File: src/rtl/pipelined_adder.sv
// Pipelined add/subtract of a zero- or sign-extended B to A. The carry chain is cut
// into STAGES chunks with valid/ready flow control and a single global stall.
module pipelined_adder #(
    parameter int WIDTH_A = 16,
    parameter int WIDTH_B = 8,
    parameter int STAGES  = 4
) (
    input  logic               clk,
    input  logic               rst,
    input  logic               in_valid,
    output logic               in_ready,
    input  logic [WIDTH_A-1:0] a,
    input  logic [WIDTH_B-1:0] b,
    input  logic               sub,
    input  logic               sext_b,
    output logic               out_valid,
    input  logic               out_ready,
    output logic [WIDTH_A-1:0] s,
    output logic               co,
    output logic               ovf
);

    localparam int CW  = WIDTH_A / STAGES;
    localparam int MSB = WIDTH_A - 1;

    if (STAGES < 1 || (WIDTH_A % STAGES) != 0 || WIDTH_B < 1 || WIDTH_B > WIDTH_A) begin : g_bad_params
        $error("pipelined_adder: illegal WIDTH_A/WIDTH_B/STAGES combination");
    end

    logic               en_s;
    logic [WIDTH_A-1:0] bext_s;

    // Stage k input (from the port for k = 0, else from stage k-1 registers).
    logic               v_in_s   [STAGES];
    logic               c_in_s   [STAGES];
    logic [WIDTH_A-1:0] a_in_s   [STAGES];
    logic [WIDTH_A-1:0] bx_in_s  [STAGES];
    logic [WIDTH_A-1:0] sum_in_s [STAGES];

    logic [CW:0]        part_s   [STAGES];
    logic               c_nx_s   [STAGES];
    logic [WIDTH_A-1:0] sum_nx_s [STAGES];
    logic               ovf_nx_s;

    logic               v_r      [STAGES];
    logic               c_r      [STAGES];
    logic [WIDTH_A-1:0] a_r      [STAGES];
    logic [WIDTH_A-1:0] bx_r     [STAGES];
    logic [WIDTH_A-1:0] sum_r    [STAGES];
    logic               ovf_r;

    assign en_s      = !v_r[STAGES-1] || out_ready;
    assign in_ready  = en_s && !rst;
    assign out_valid = v_r[STAGES-1];
    assign s         = sum_r[STAGES-1];
    assign co        = c_r[STAGES-1];
    assign ovf       = ovf_r;

    // Extend B to the full width according to the per-transaction mode.
    always_comb begin
        if (sext_b) begin
            bext_s = WIDTH_A'($signed(b));
        end else begin
            bext_s = WIDTH_A'(b);
        end
    end

    // Route each stage's operands: subtraction enters as ~Bext with carry-in 1.
    always_comb begin
        v_in_s[0]   = in_valid;
        c_in_s[0]   = sub;
        a_in_s[0]   = a;
        bx_in_s[0]  = sub ? ~bext_s : bext_s;
        sum_in_s[0] = {WIDTH_A{1'b0}};
        for (int k = 1; k < STAGES; k++) begin
            v_in_s[k]   = v_r[k-1];
            c_in_s[k]   = c_r[k-1];
            a_in_s[k]   = a_r[k-1];
            bx_in_s[k]  = bx_r[k-1];
            sum_in_s[k] = sum_r[k-1];
        end
    end

    // Per-stage chunk adder; carry into the MSB is recovered as a ^ b ^ sum there.
    always_comb begin
        for (int k = 0; k < STAGES; k++) begin
            part_s[k]   = {1'b0, a_in_s[k][k*CW +: CW]} + {1'b0, bx_in_s[k][k*CW +: CW]}
                        + {{CW{1'b0}}, c_in_s[k]};
            c_nx_s[k]   = part_s[k][CW];
            sum_nx_s[k] = sum_in_s[k];
            sum_nx_s[k][k*CW +: CW] = part_s[k][CW-1:0];
        end
        ovf_nx_s = a_in_s[STAGES-1][MSB] ^ bx_in_s[STAGES-1][MSB]
                 ^ sum_nx_s[STAGES-1][MSB] ^ c_nx_s[STAGES-1];
    end

    // Pipeline registers; data only moves with a valid token so bubbles never disturb s.
    always_ff @(posedge clk) begin
        if (rst) begin
            for (int k = 0; k < STAGES; k++) begin
                v_r[k]   <= 1'b0;
                c_r[k]   <= 1'b0;
                a_r[k]   <= {WIDTH_A{1'b0}};
                bx_r[k]  <= {WIDTH_A{1'b0}};
                sum_r[k] <= {WIDTH_A{1'b0}};
            end
            ovf_r <= 1'b0;
        end else if (en_s) begin
            for (int k = 0; k < STAGES; k++) begin
                v_r[k] <= v_in_s[k];
                if (v_in_s[k]) begin
                    c_r[k]   <= c_nx_s[k];
                    a_r[k]   <= a_in_s[k];
                    bx_r[k]  <= bx_in_s[k];
                    sum_r[k] <= sum_nx_s[k];
                end
            end
            if (v_in_s[STAGES-1]) begin
                ovf_r <= ovf_nx_s;
            end
        end
    end

endmodule

File: config.mk
export PLATFORM = sky130hd
export DESIGN_NAME = pipelined_adder
export DESIGN_NICKNAME = d
export VERILOG_FILES = /design/src/rtl/pipelined_adder.sv
export SDC_FILE = /design/constraint.sdc
export NUM_CORES = 1
export LEC_CHECK = 0
export BUFFER_PORTS_ARGS = -buffer_cell sky130_fd_sc_hd__buf_4
export CORE_ASPECT_RATIO = 0.7
export CORE_MARGIN = 8
export CORE_UTILIZATION = 50
export DETAILED_ROUTE_END_ITERATION = 7
export MAX_ROUTING_LAYER = met4
export PLACE_DENSITY = 0.8
export SETUP_SLACK_MARGIN = 0.3
export SLEW_MARGIN = 40
export SYNTH_ARGS = -nofsm -noshare
export SYNTH_HDL_FRONTEND = slang
export SYNTH_SLANG_ARGS = --single-unit
File: constraint.sdc
create_clock -name clk -period 1.8 [get_ports clk]
set_input_delay 0.27 -clock clk [delete_from_list [all_inputs] [get_ports clk]]
set_output_delay 0.27 -clock clk [all_outputs]
set_load 0.005 [all_outputs]
# Word level (Yosys, flattened, before mapping)
# Memory sizes are Yosys's and may differ from the RTL's.
# Cells that the tools add are included.
[totals] ff_bits=1 ram_bits=200 inputBits=30 out_inout_bits=20 elab_cells=86 n_memories=5
[op_classes] n_addsub=8 n_mux=43 bitwise_logic=24 n_reduce_logical=5
[mem_list] name="a_r" depth=4 word_bits=16 rd=3 rd_ports_with_merged_regs=0 wr=4 line_no="47" rtl="logic [WIDTH_A-1:0] a_r [STAGES];"
[mem_list] name="bx_r" depth=4 word_bits=16 rd=3 rd_ports_with_merged_regs=0 wr=4 line_no="48" rtl="logic [WIDTH_A-1:0] bx_r [STAGES];"
[mem_list] name="sum_r" depth=4 word_bits=16 rd=4 rd_ports_with_merged_regs=0 wr=4 line_no="49" rtl="logic [WIDTH_A-1:0] sum_r [STAGES];"
[mem_list] name="c_r" depth=4 word_bits=1 rd=4 rd_ports_with_merged_regs=0 wr=4 line_no="46" rtl="logic c_r [STAGES];"
[mem_list] name="v_r" depth=4 word_bits=1 rd=4 rd_ports_with_merged_regs=0 wr=4 line_no="45" rtl="logic v_r [STAGES];"
[ops] operator="16-bit 2-to-1 mux" n=14
[ops] operator="1-bit 2-to-1 mux" n=29
[ops] operator="4-bit by 4-bit adder with 5-bit output" n=4
[ops] operator="5-bit by 1-bit adder with 5-bit output" n=4
[ops] operator="1-bit bitwise OR" n=20
[ops] operator="16-bit NOT" n=1
[ops] operator="1-bit XOR" n=3
[ops] operator="1-bit logical NOT" n=2
[ops] operator="2-bit AND reduction" n=1
[ops] operator="1-bit logical AND" n=1
[ops] operator="1-bit logical OR" n=1

# Depth between registers and ports, before layout
# An unclocked memory read counts as a cell.
[logic_depth] depth_word=7 depth_mapped=7 depth_no_buf=7

# Worst setup path after synthesis
# No wires, ideal clock.
[synth_path] path_kind="register to register" start="memory bx_r[2][14], in the netlist bx_r[0][46]" end="register ovf_r, in the netlist ovf" setup_ns=0.091 arrival_ns=1.855 t_required_ns=1.709 slack_ns=-0.146 path_stages_with_launch=8 n_path_buf=0 cell_sequence="edfxtp_1 inv_1 fa_1 fa_1 nand2b_1 a21oi_1 xnor2_1 a311oi_1"
[synth_lines] element="start: declaration" line_no="48"
[synth_lines] element="end signal: assignment" line_no="119" rtl="ovf_r <= ovf_nx_s;"
[synth_lines] element="end: declaration" line_no="50" rtl="logic ovf_r;"

==> run_results.csv <==
group,metric,value,unit
run_status,status,"finished with violations",
run_status,violations,"negative setup slack",
timing,fin_hold_ws,202.3,ps
cells_and_area,drive_above_1_share,40.91,%
setup_path,cp.required,2050,ps
timing,fin_ws,-144.6,ps
drt,drc,0,
yosys,seq_area_frac_synth,65.95,%
cells_and_area,mostFrequentLayoutCells,"edfxtp_1, buf_4, and3_1",
yosys,synth-simple-area-share,14.56,%
yosys,synthMuxAreaShare,0.3105,%
floorplanning,dieHeight,87.26,µm
yosys,avgSynthCellArea,14.45,µm²
timing,max_slew_margin,78.02,%
setup_path,cp-endpoint,"ovf",
yosys,synthAdderAreaFrac,8.003,%
setup_path,r2r_end,"ovf",
floorplanning,die_area,0.01028,mm²
setup_path,reg2reg_slack,-140,ps
drt,drt_iter0_markers,74,
global_routing,grt_pass1_vias,2082,
cells_and_area,n_fill_cell,521,
clock_tree,cts_inserted_buffers,9,
drt,dr.pass1.iters,4,
yosys,ys_ff_latch,80,
cells_and_area,antenna-diode-count,0,
hold_path,hp-class,"input port to register",
placed_design,gp_congestion,0.7986,
placed_design,io_buffers,49,
yosys,yosysWarnings,0,
cells_and_area,nNetsFinal,375,
setup_path,cp_data_arrival_time,2190,ps
hold_path,min_from,"rst",
global_routing,grt.total_usage,12.10,%
setup_path,end_kind,"register",
floorplanning,num_rows,26,
yosys,yosysUniqueCellTypes,31,
setup_path,startpoint,"bx_r[0][46]",
floorplanning,start_util,50.68,%
floorplanning,core-area,0.007157,mm²
pwr,p_per_area,872.0,mW/mm²
setup_path,cp-start-kind,"register",
timing,fin_crit,1945,ps
placed_design,dp_cells,397,
setup_path,cp_max_fo,2,
setup_path,reg2reg_from,"bx_r[0][46]",
timing,rsz0062_at_grt,"yes",
timing,hold_viol_final,0,
floorplanning,io_pins,50,
job,maxCapViolCount,0,
clock_tree,clk_latency,340,ps
drt,vias_per_cell,4.909,
floorplanning,die_w,117.8,µm
clock_tree,htreeDepth,3,
global_routing,grt_max_degree,23,
cells_and_area,area.growth.synth_to_final,29.60,%
timing,min_period_over_period,108.0,%
cells_and_area,final_core_util,65.68,%
cells_and_area,final_common_cell,"edfxtp_1",
clock_tree,clockBufferDepth,2,
pwr,max-vdd-ir-drop,477.4,µV
setup_path,rr_worst_depth,7,
clock_tree,cts.hold.buffers_added,0,
placed_design,post-dp-hpwl,4200,µm
timing,slew_violations,0,
timing,finalClockSkew,6.259,ps
timing,worst_slew_pin_slew,329.7,ps
cells_and_area,fin_cells,428,
drt,ant_nets,0,
yosys,synth_xor_area_share,3.863,%
timing,setup_violations,3,
clock_tree,cts.sinks,80,
drt,wl_per_cell,14.35,µm
global_routing,antenna_found_initial,0,
pwr,power_leakage,2.145,nW
clock_tree,cts_tree,"done",
yosys,synth_compound_area_share,3.760,%
clock_tree,cts.reportedPaths.clkPinSlew,70,ps
global_routing,grt.overflow.total,0,
drt,drt-total-wl,6141,µm
setup_path,critical_path_class,"register to register",
yosys,netlist_area,0.003627,mm²
drt,vias,2101,
yosys,synthCells,251,
yosys,synth_top_family_by_area,"simple AND/OR/NAND/NOR gates",
global_routing,grt_pass1_wl,9432,µm
timing,max_freq,514.3,MHz
clock_tree,cts-root-buf,"clkbuf_8",
yosys,synthesis.nets,300,
-- cells in the mapped netlist (all sizes together) --
library cell | instances | share of area (%)
inv | 12 | 1.2
dfxtp | 1 | 0.55
a311oi | 1 | 0.24
nor2 | 20 | 2.1
nand3b | 1 | 0.21
mux2 | 1 | 0.31
ha | 12 | 4.1
a21oi | 10 | 1.4
fa | 7 | 3.9
xor2 | 7 | 1.7
and3 | 54 | 9.5
a21o | 9 | 2.0
nand2b | 2 | 0.34
clkbuf | 8 | 0.83
xnor2 | 9 | 2.2
nor3 | 1 | 0.14
nor2b | 3 | 0.72
edfxtp | 79 | 65
nand3 | 2 | 0.28
nand2 | 6 | 1.1
buf | 4 | 1.5
o21ai | 1 | 0.14
or2 | 1 | 0.17
-- critical path, cell delays in order, from the launching register on --
cell      delay (ps)
edfxtp_1         390
inv_2             60
fa_2             360
fa_2             380
nand2b_4         160
a21oi_4          150
xnor2_1          100
a311oi_1         260
-- cell families after synthesis --
logic type | count (synthesis)
adders and majority gates | 19
and+or+nand+nor | 90
buffers and inverters | 24
xor gates and xnor gates | 16
AOI/OAI and AO/OA | 21
DFF | 80
muxes | 1
-- final cells by class --
cell class              count  area [µm²]  area share (%)
multi-input cells         147        1267           26.96
clock inverters             4       70.07           1.491
well taps                  98       122.6           2.608
repair buffers             76       671.9           14.29
inverters                  12       45.04          0.9582
clock buffers              11       131.4           2.795
flip-flops and latches     80        2392           50.89
-- report_power, final --
part	internal [mW]	switching [mW]	leakage, nW
Sequential	2.18	0.0428	0.856
Combinational	0.290	0.261	1.19
Clock	0.769	0.559	0.103
Total	3.24	0.862	2.14
-- how the worst min path moves through the flow --
stage	end	slack, ps	cells after the start
floorplan	ovf	340	1
global placement	ovf	510	2
detailed placement	ovf	530	2
CTS	ovf	170	2
global route	ovf	190	2
finish	ovf	200	2
-- registers in the layout, indices dropped and copies added (netlist names) --
name / cells
v_r: 4
bx_r: 7
ovf: 1
c_r: 4
sum_r: 40
a_r: 24
-- layer usage --
layer	part of all wire, %	wire (µm)	up-vias	track usage, %
met5	0	0	-	-
met4	1.5	94	0	4.630
met3	6.6	408	8	6.088
met2	48	2934	59	18.82
met1	44	2703	974	13.22
li1	-	-	1060	-
-- what timing repair did --
item / CTS / global route
pin swaps: 11 / 9
gates resized for setup: 17 / 26
gates cloned: 0 / 2
buffers inserted: 6 / 8
hold endpoints to repair: 0 / 0
setup endpoints to repair: 37 / 54
-- per-stage QoR --
stage | area, µm² | power [mW] | setup WS [ps] | TNS, ps
after floorplan | 3674 | 2.528 | 0.7665 | 0
after global placement | 4150 | 2.673 | 32.64 | 0
after detailed placement | 4150 | 2.693 | -101.1 | -101.1
after CTS | 4466 | 4.045 | -81.06 | -81.06
after global routing | 4701 | 4.251 | -204.7 | -553.3
final | 4701 | 4.099 | -144.6 | -305.7
Power figures use the tool's default switching activity.
